$ cat src/rtl/path_count_node_mt.sv
// path_count_node_mt: per-node engine of the mesh DAG path counter.
// Holds NV = 2**NUM_TAGS saturating path counts. Entry i counts paths that
// have visited tag set i. The node collects SUM vectors from its children and
// folds in its own tag mask. It then forwards the result to each parent over
// a valid/ready link.
// Ports:
//   clk, rst_n                      clock, async active-low reset
//   in_valid/in_ready/in_ctrl       input packet handshake and type
//                                   (0 CONFIG, 1 PARENTS, 2 SUM, 3 RESTART)
//   in_num_children, in_tag_mask,
//   in_is_source                    CONFIG payload
//   in_num_edges, in_edges          PARENTS payload
//   in_sums                         SUM payload (entry i at i*COUNT_W)
//   out_valid/out_ready             outgoing SUM handshake
//   out_dest, out_sums              parent id and final tagged vector
//   done, overflow, err             status (overflow/err sticky)
module path_count_node_mt #(
  parameter int NODE_ID_W      = 10,
  parameter int MAX_PARENTS    = 32,
  parameter int EDGES_PER_LOAD = 4,
  parameter int NUM_TAGS       = 2,
  parameter int COUNT_W        = 48,
  parameter int CHILD_W        = 6,
  localparam int NV   = 2**NUM_TAGS,
  localparam int NE_W = $clog2(EDGES_PER_LOAD+1)
) (
  input  logic                          clk,
  input  logic                          rst_n,
  input  logic                          in_valid,
  output logic                          in_ready,
  input  logic [1:0]                    in_ctrl,
  input  logic [CHILD_W-1:0]            in_num_children,
  input  logic [NUM_TAGS-1:0]           in_tag_mask,
  input  logic                          in_is_source,
  input  logic [NE_W-1:0]               in_num_edges,
  input  logic [EDGES_PER_LOAD*NODE_ID_W-1:0] in_edges,
  input  logic [NV*COUNT_W-1:0]         in_sums,
  output logic                          out_valid,
  input  logic                          out_ready,
  output logic [NODE_ID_W-1:0]          out_dest,
  output logic [NV*COUNT_W-1:0]         out_sums,
  output logic                          done,
  output logic                          overflow,
  output logic                          err
);
  localparam int PI_W = $clog2(MAX_PARENTS+1);
  localparam int PA_W = (MAX_PARENTS > 1) ? $clog2(MAX_PARENTS) : 1;
  localparam logic [1:0] C_CONFIG = 2'd0, C_PARENTS = 2'd1, C_SUM = 2'd2, C_RESTART = 2'd3;

  typedef enum logic [2:0] {IDLE, COLLECT, APPLY, SEND, DONE} state_e;
  typedef logic [NV-1:0][COUNT_W-1:0] vec_t;

  state_e                               state_q, state_d;
  vec_t                                 acc_q, acc_d;
  logic [CHILD_W-1:0]                   rcv_q, rcv_d, nch_q, nch_d;
  logic [NUM_TAGS-1:0]                  mask_q, mask_d;
  logic                                 cfg_q, cfg_d, ovf_q, ovf_d, err_q, err_d;
  logic [PI_W-1:0]                      npar_q, npar_d;
  logic [PA_W-1:0]                      sidx_q, sidx_d;
  logic [MAX_PARENTS-1:0][NODE_ID_W-1:0] par_q, par_d;

  // {carry, sum}: carry flags saturation, sum clamps to all-ones.
  function automatic logic [COUNT_W:0] sat_add(input logic [COUNT_W-1:0] a,
                                               input logic [COUNT_W-1:0] b);
    logic [COUNT_W:0] s;
    s = {1'b0, a} + {1'b0, b};
    if (s[COUNT_W]) s = {1'b1, {COUNT_W{1'b1}}};
    return s;
  endfunction

  assign in_ready  = (state_q == IDLE) || (state_q == COLLECT) || (state_q == DONE);
  assign out_valid = (state_q == SEND);
  assign out_dest  = out_valid ? par_q[sidx_q] : '0;
  assign out_sums  = out_valid ? acc_q : '0;
  assign done      = (state_q == DONE);
  assign overflow  = ovf_q;
  assign err       = err_q;

  always_comb begin
    logic             accept, restart;
    logic [COUNT_W:0] t;
    vec_t             nv;
    int               ne, np;
    state_d = state_q; acc_d = acc_q; rcv_d = rcv_q; nch_d = nch_q;
    mask_d = mask_q; cfg_d = cfg_q; ovf_d = ovf_q; err_d = err_q;
    npar_d = npar_q; sidx_d = sidx_q; par_d = par_q;
    accept = in_valid && in_ready;
    restart = 1'b0;
    t = '0; nv = '0; ne = 0; np = 0;
    case (state_q)
      IDLE, COLLECT: begin
        if (accept) begin
          case (in_ctrl)
            C_CONFIG: begin
              if (cfg_q) err_d = 1'b1;
              else begin
                cfg_d = 1'b1; nch_d = in_num_children; mask_d = in_tag_mask;
                state_d = COLLECT;
                if (in_is_source) begin
                  t = sat_add(acc_q[0], COUNT_W'(1));
                  acc_d[0] = t[COUNT_W-1:0];
                  if (t[COUNT_W]) ovf_d = 1'b1;
                end
              end
            end
            C_PARENTS: begin
              ne = int'(in_num_edges);
              if (ne > EDGES_PER_LOAD) begin
                ne = EDGES_PER_LOAD; err_d = 1'b1;
              end
              for (int k = 0; k < EDGES_PER_LOAD; k++) begin
                if (k < ne) begin
                  if (int'(npar_q) + k < MAX_PARENTS)
                    par_d[PA_W'(int'(npar_q) + k)] = in_edges[k*NODE_ID_W +: NODE_ID_W];
                  else err_d = 1'b1;
                end
              end
              np = int'(npar_q) + ne;
              if (np > MAX_PARENTS) np = MAX_PARENTS;
              npar_d = PI_W'(np);
            end
            C_SUM: begin
              for (int i = 0; i < NV; i++) begin
                t = sat_add(acc_q[i], in_sums[i*COUNT_W +: COUNT_W]);
                acc_d[i] = t[COUNT_W-1:0];
                if (t[COUNT_W]) ovf_d = 1'b1;
              end
              rcv_d = rcv_q + 1'b1;
            end
            default: restart = 1'b1;
          endcase
          // Judged on post-update values so the last accept moves straight on.
          if (!restart && cfg_d) begin
            if (rcv_d == nch_d) state_d = APPLY;
            else if (rcv_d > nch_d) err_d = 1'b1;
          end
        end
      end
      APPLY: begin
        // Passing this node ORs its mask into every tag set; targets lacking
        // a mask bit are unreachable and stay zero.
        for (int j = 0; j < NV; j++) begin
          for (int i = 0; i < NV; i++) begin
            if ((i | int'(mask_q)) == j) begin
              t = sat_add(nv[j], acc_q[i]);
              nv[j] = t[COUNT_W-1:0];
              if (t[COUNT_W]) ovf_d = 1'b1;
            end
          end
        end
        acc_d  = nv;
        sidx_d = '0;
        state_d = (npar_q == '0) ? DONE : SEND;
      end
      SEND: begin
        if (out_ready) begin
          if (int'(sidx_q) == int'(npar_q) - 1) state_d = DONE;
          else sidx_d = sidx_q + 1'b1;
        end
      end
      DONE: begin
        if (accept) begin
          if (in_ctrl == C_RESTART) restart = 1'b1;
          else err_d = 1'b1;
        end
      end
      default: state_d = IDLE;
    endcase
    if (restart) begin
      state_d = IDLE; acc_d = '0; rcv_d = '0; nch_d = '0; mask_d = '0;
      cfg_d = 1'b0; ovf_d = 1'b0; err_d = 1'b0; npar_d = '0; sidx_d = '0;
      par_d = '0;
    end
  end

  always_ff @(posedge clk or negedge rst_n) begin
    if (!rst_n) begin
      state_q <= IDLE; acc_q <= '0; rcv_q <= '0; nch_q <= '0; mask_q <= '0;
      cfg_q <= 1'b0; ovf_q <= 1'b0; err_q <= 1'b0; npar_q <= '0; sidx_q <= '0;
      par_q <= '0;
    end else begin
      state_q <= state_d; acc_q <= acc_d; rcv_q <= rcv_d; nch_q <= nch_d;
      mask_q <= mask_d; cfg_q <= cfg_d; ovf_q <= ovf_d; err_q <= err_d;
      npar_q <= npar_d; sidx_q <= sidx_d; par_q <= par_d;
    end
  end
endmodule
$ cat config.mk
export PLATFORM = sky130hd
export DESIGN_NAME = path_count_node_mt
export DESIGN_NICKNAME = d
export VERILOG_FILES = /design/src/rtl/path_count_node_mt.sv
export SDC_FILE = /design/constraint.sdc
export NUM_CORES = 2
export LEC_CHECK = 0
export BUFFER_PORTS_ARGS = -buffer_cell sky130_fd_sc_hd__buf_2
export CORE_MARGIN = 1.5
export CORE_UTILIZATION = 50
export CTS_CLUSTER_DIAMETER = 30
export CTS_CLUSTER_SIZE = 40
export DETAILED_ROUTE_END_ITERATION = 6
export PLACE_DENSITY_LB_ADDON = 0.08
export SYNTH_ARGS = -nofsm -noshare
export SYNTH_HDL_FRONTEND = slang
export SYNTH_SLANG_ARGS = --single-unit
$ cat constraint.sdc
create_clock -name clk -period 18.3 [get_ports clk]
set_input_delay 0.915 -clock clk [delete_from_list [all_inputs] [get_ports clk]]
set_output_delay 0.915 -clock clk [all_outputs]
set_load 0.05 [all_outputs]
Word level (Yosys, flattened, before mapping):

Cells that the tools add are included.

* register bits: 543
* input port bits: 250
* output and inout port bits: 207
* word-level logic and storage cells: 370

* add/subtract/negate cells: 19
* $lt $le $gt $ge: 20
* eq/ne operators: 26
* mux-type cells: 227
* reductions and logical operators: 33

Operators by type and width (number)
* $mux 320: 21
* $mux 49: 50
* $bwmux 320: 4
* $mux 48: 19
* $mux 192: 3
* $add 48x48->49: 11
* $pmux 192 s2: 1
* $demux 10 s5: 4
* $mux 144: 1
* $mux 6: 18
* $logic_not 32->1: 3
* $lt 32x7->1 const B: 3
* $mux 32: 3
* $pmux 48 s2: 1
* $mux 1: 70
* $lt 3x32->1 const A: 2
* $mux 10: 6
* $bmux 10 s5: 1
* $add 48x1->49 const B: 1
* $add 7x32->32: 1
* $gt 32x7->1 const B: 1
* $lt 1x32->1 const A: 1
* $lt 2x32->1 const A: 1
* $mux 3: 10
* other kinds (46): 89

Logic depth before layout (Yosys ltp):

* depth in word-level cells: 38
* depth in mapped cells: 46
* mapped depth without buffers: 39

Worst setup path before layout:

No wires, ideal clock.

* path kind: register to register
* from: reg mask_q[1]
* to: reg acc_q[146] (netlist name)
* library setup time: 0.067 ns
* data arrival time: 9.259 ns
* required time: 18.233 ns
* path slack: 8.974 ns
* stages on the path, launching flop included: 47
* path buffers: 10
* period minus slack after synthesis: 9.326 ns
* cell sequence: dfrtp_1 > buf_2 > clkbuf_1 > clkbuf_1 > clkbuf_1 > and3_1 > ha_1 > inv_1 > fa_1 > nor2b_1 > o31a_1 > o311a_1 > a211oi_2 > o21ai_2 > a31o_2 > a221o_1 > buf_2 > buf_1 > [11 not listed] > nand2_1 > clkbuf_1 > o22a_1 > ha_1 > inv_1 > fa_1 > nand2b_1 > a21oi_1 > o21ai_0 > a21oi_1 > o31ai_1 > a2111oi_0 > o211ai_1 > nand2_1 > buf_2 > buf_1 > o221ai_1 > nand2_1

* longest elaborated chain between the ends: 20

RTL lines
* start, declared: RTL line 56 `logic [NUM_TAGS-1:0] mask_q, mask_d;`
* start signal, assigned: RTL line 183 `mask_q <= mask_d; cfg_q <= cfg_d; ovf_q <= ovf_d; err_q <= err_d;`
* $eq 2x1->1: RTL line 144 `if ((i | int'(mask_q)) == j) begin`
* $mux 48: RTL line 144
* $mux 48: RTL line 90 `case (state_q)`
* $add 48x48->49: RTL line 66 `s = {1'b0, a} + {1'b0, b};`
* $mux 49: RTL line 67 `if (s[COUNT_W]) s = {1'b1, {COUNT_W{1'b1}}};`
* $mux 49: RTL line 144
* $mux 49: RTL line 90
* $mux 48 *: RTL line 144
* [4 not listed]
* $mux 49: RTL line 90
* $mux 48 *: RTL line 144
* $mux 48 *: RTL line 90
* $add 48x48->49 *: RTL line 66
* $mux 49 *: RTL line 67
* $mux 49 *: RTL line 90
* $pmux 192 s2 *: RTL line 90
* $mux 192 *: RTL line 169 `if (restart) begin`
* end signal, assigned: RTL line 178 `state_q <= IDLE; acc_q <= '0; rcv_q <= '0; nch_q <= '0; mask_q <= '0;`
* end signal, assigned: RTL line 182 `state_q <= state_d; acc_q <= acc_d; rcv_q <= rcv_d; nch_q <= nch_d;`
* end, declared: RTL line 54 `vec_t acc_q, acc_d;`

Every way passes the cells marked *; elsewhere a longest branch is shown, timed or not. The select of a mux whose other input is x is not followed.
A chain may end at the register's enable or synchronous reset.

Final worst setup path:

* from: reg mask_q[1]
* to: reg acc_q[162] (netlist name)

The elaborated chain is that of the path after synthesis.

==> results.py <==
metrics = {
    "finish": {
        "final_cell_mix": "a21oi_1, nor2_1, o21ai_0",
        "area_delta_synth_final_pct": 14.7,
        "drive_above_1_share_pct": 13.0,
        "fin_nets": 8395,
        "layout_commonest_cell": "a21oi_1",
    },
    "timing": {
        "rsz0062_at_grt": "false",
        "setup_slack_ns": 6.61,
        "setup_violations": 0,
        "fmax_mhz": 85.5,
        "period_share_pct": 63.9,
        "finalMaxSlewViolations": 0,
        "worst_clock_skew_ns": 0.0668,
        "relSlewSlack_pct": 20.0,
        "period_needed_ns": 11.69,
        "tns_ns": 0,
        "worst_pin_slew_ns": 1.20,
        "final_hold_viol_count": 0,
    },
    "route": {
        "drtIter0Drc": 6265,
        "ant_nets": 0,
        "drc": 0,
        "vias": 60500,
        "drt-total-wl_um": 243000,
        "firstDrtPassIters": 6,
        "wl_per_cell_um": 26.0,
        "viasPerCell": 6.48,
    },
    "flow_run": {
        "drv_cap": 0,
    },
    "cts": {
        "ctsResizeCount": 0,
        "cts_setup_buffers": 0,
        "cts-root-buf": "clkbuf_16",
        "hold_buffers": 0,
        "clk_transition_reported_paths_ns": 0.05,
        "clk_latency_ns": 0.79,
        "ctsLongestPathBuffers": 3,
        "htreeDepth": 4,
        "cts_inserted_buffers": 151,
        "cts_tree": "done",
        "numClockSinks": 543,
    },
    "power_and_ir_drop": {
        "peakVddDrop_uv": 135,
        "power_leakage_nw": 31.6,
        "power_density_nw_per_um2": 168,
    },
    "critical_path": {
        "worst-path-max-fanout": 56,
        "reg2regPathDepth": 40,
        "critPathArrivalTime_ns": 12.36,
        "critPathSlowestCell": "dfrtp_4",
        "required_ns": 18.96,
        "path_class": "reg2reg",
        "cpPeakStageDelay_ns": 0.84,
        "end_kind": "flop",
        "start_kind": "flop",
    },
    "logic_synthesis": {
        "ys_ff_latch": 543,
        "synth_seq_area_share_pct": 23.2,
        "syn-instance-count": 7477,
        "synth.avg_cell_area_um2": 7.83,
        "synth-edff-count": 0,
        "yosys_warnings": 0,
        "synth_ff_type": "dfrtp_1",
        "netlist-cell-type-count": 92,
        "syn_nets": 8190,
        "syn-cell-area_um2": 58600,
        "async_flop_share_pct": 100,
    },
    "floorplan": {
        "core-area_um2": 116000,
        "num_rows": 125,
        "fp.dieW_um": 345,
        "io_pins": 457,
        "start_util_pct": 50.4,
        "die_h_um": 345,
        "die-area_um2": 119000,
    },
    "global_routing": {
        "grt_use_met1_pct": 52.0,
        "grt_usage_pct": 39.5,
        "grt.busiest_layer": "met2",
        "grt_antenna_before_repair": 31,
        "use_met3_pct": 9.59,
        "first_global_vias": 57300,
        "grt_pass1_wl_um": 362000,
        "gr-total-overflow": 0,
        "grt_max_degree": 152,
        "met2_usage_pct": 60.8,
    },
    "hold_path": {
        "min_path_type": "in2async",
    },
    "placed_design": {
        "io_buffers": 456,
        "pre_cts_ws_ns": 7.00,
        "gp_congestion": 1.03,
        "hpwl_um": 178000,
    },
    "outcome": {
        "status": "finished, final reports clean",
    },
}
## worst max-delay path: cells and delay by family (launching register included)
family	cells	cell delay, ns
adders and majority gates	5	1.59
buffers and inverters	5	1.11
and+or+nand+nor	9	2.74
DFF	1	0.84
AOI/OAI and AO/OA	21	5.17
## synthesized netlist by cell type (66+ instances only)
cell type	instances	share of area (%)
mux2i_1	262	4.5
xnor2_1	254	3.8
nor3_1	96	0.82
and2_1	433	4.6
a21o_1	268	3.4
nor2_1	669	4.3
inv_1	148	0.95
clkbuf_1	413	2.6
a211oi_1	97	1.2
ha_1	453	9.7
a31oi_1	66	0.71
nand3_1	333	2.8
mux4_2	100	3.8
nand2_1	540	3.5
a22o_1	71	1.1
o21bai_1	69	0.88
dfrtp_1	543	23
nand4_1	71	0.76
xor2_1	161	2.4
o21ai_0	619	5.3
and3_1	95	1.0
a21oi_1	866	7.4
o21a_1	100	1.3
## power by group
group | switching [mW] | internal (mW)
Clock | 0.898 | 1.90
Sequential | 0.693 | 1.51
Combinational | 3.96 | 2.30
Total | 5.55 | 5.71
## area by class of cell
| class | instances | area (um2) |
|---|---|---|
| tap | 1524 | 1910 |
| clock buffer | 195 | 4170 |
| timing repair buffer | 556 | 3060 |
| fill | 10800 | 49000 |
| multi-input combinational | 6280 | 42600 |
| clock inverter | 82 | 1280 |
| sequential | 543 | 13600 |
| antenna | 12 | 30.0 |
| inverter | 150 | 566 |
## layer usage
metal  up-vias  part of all wire, %
met1     29200                   42
met3       612                  9.3
met4        30                  5.0
met2      2929                   44
li1      27800                    -
met5         -                0.076
## final timing paths
kind | startpoint | slack, ns | to
max | mask_q[1]$_DFFE_PN0P_ | 6.61 | acc_q[162]$_DFFE_PN0P_
min reg2reg | par_q[311]$_DFFE_PN0P_ | 0.48 | par_q[311]$_DFFE_PN0P_
max reg2reg | mask_q[1]$_DFFE_PN0P_ | 6.61 | acc_q[162]$_DFFE_PN0P_
min | rst_n | 0.16 | acc_q[183]$_DFFE_PN0P_
max in group asynchronous | rst_n | 15.79 | sidx_q[0]$_DFFE_PN0P_
min in group clk | par_q[311]$_DFFE_PN0P_ | 0.48 | par_q[311]$_DFFE_PN0P_
## metrics by stage
| step | instances | utilization, % | hold WS, ns | area [um2] | power, mW |
|---|---|---|---|---|---|
| after global placement | 9053 | 53.1 | 0.460 | 61700 | 8.24 |
| final | 9342 | 57.8 | 0.157 | 67200 | 11.3 |
| after floorplan | 7477 | - | 0.446 | 58600 | 6.25 |
| after detailed placement | 9053 | 53.1 | 0.466 | 61700 | 8.28 |
| after global routing | 9331 | 57.8 | 0.222 | 67200 | 11.9 |
| after CTS | 9330 | 57.8 | 0.184 | 67200 | 11.1 |
## kinds of logic after synthesis
| kind of cell | after synthesis | synth area share, % |
|---|---|---|
| compound gates | 2576 | 27.5 |
| xor+xnor | 415 | 6.21 |
| fa+ha+maj | 468 | 10.1 |
| buf+inv | 654 | 4.30 |
| flops | 543 | 23.2 |
| mux | 367 | 8.42 |
| simple gates | 2454 | 20.3 |
## registers in the layout (all words and copies together) (netlist names)
signal / cells
cfg_q: 1
nch_q: 6
mask_q: 2
overflow: 1
state_q: 3
acc_q: 192
npar_q: 6
err: 1
rcv_q: 6
sidx_q: 5
par_q: 320
(Power assumes the default switching activity.)
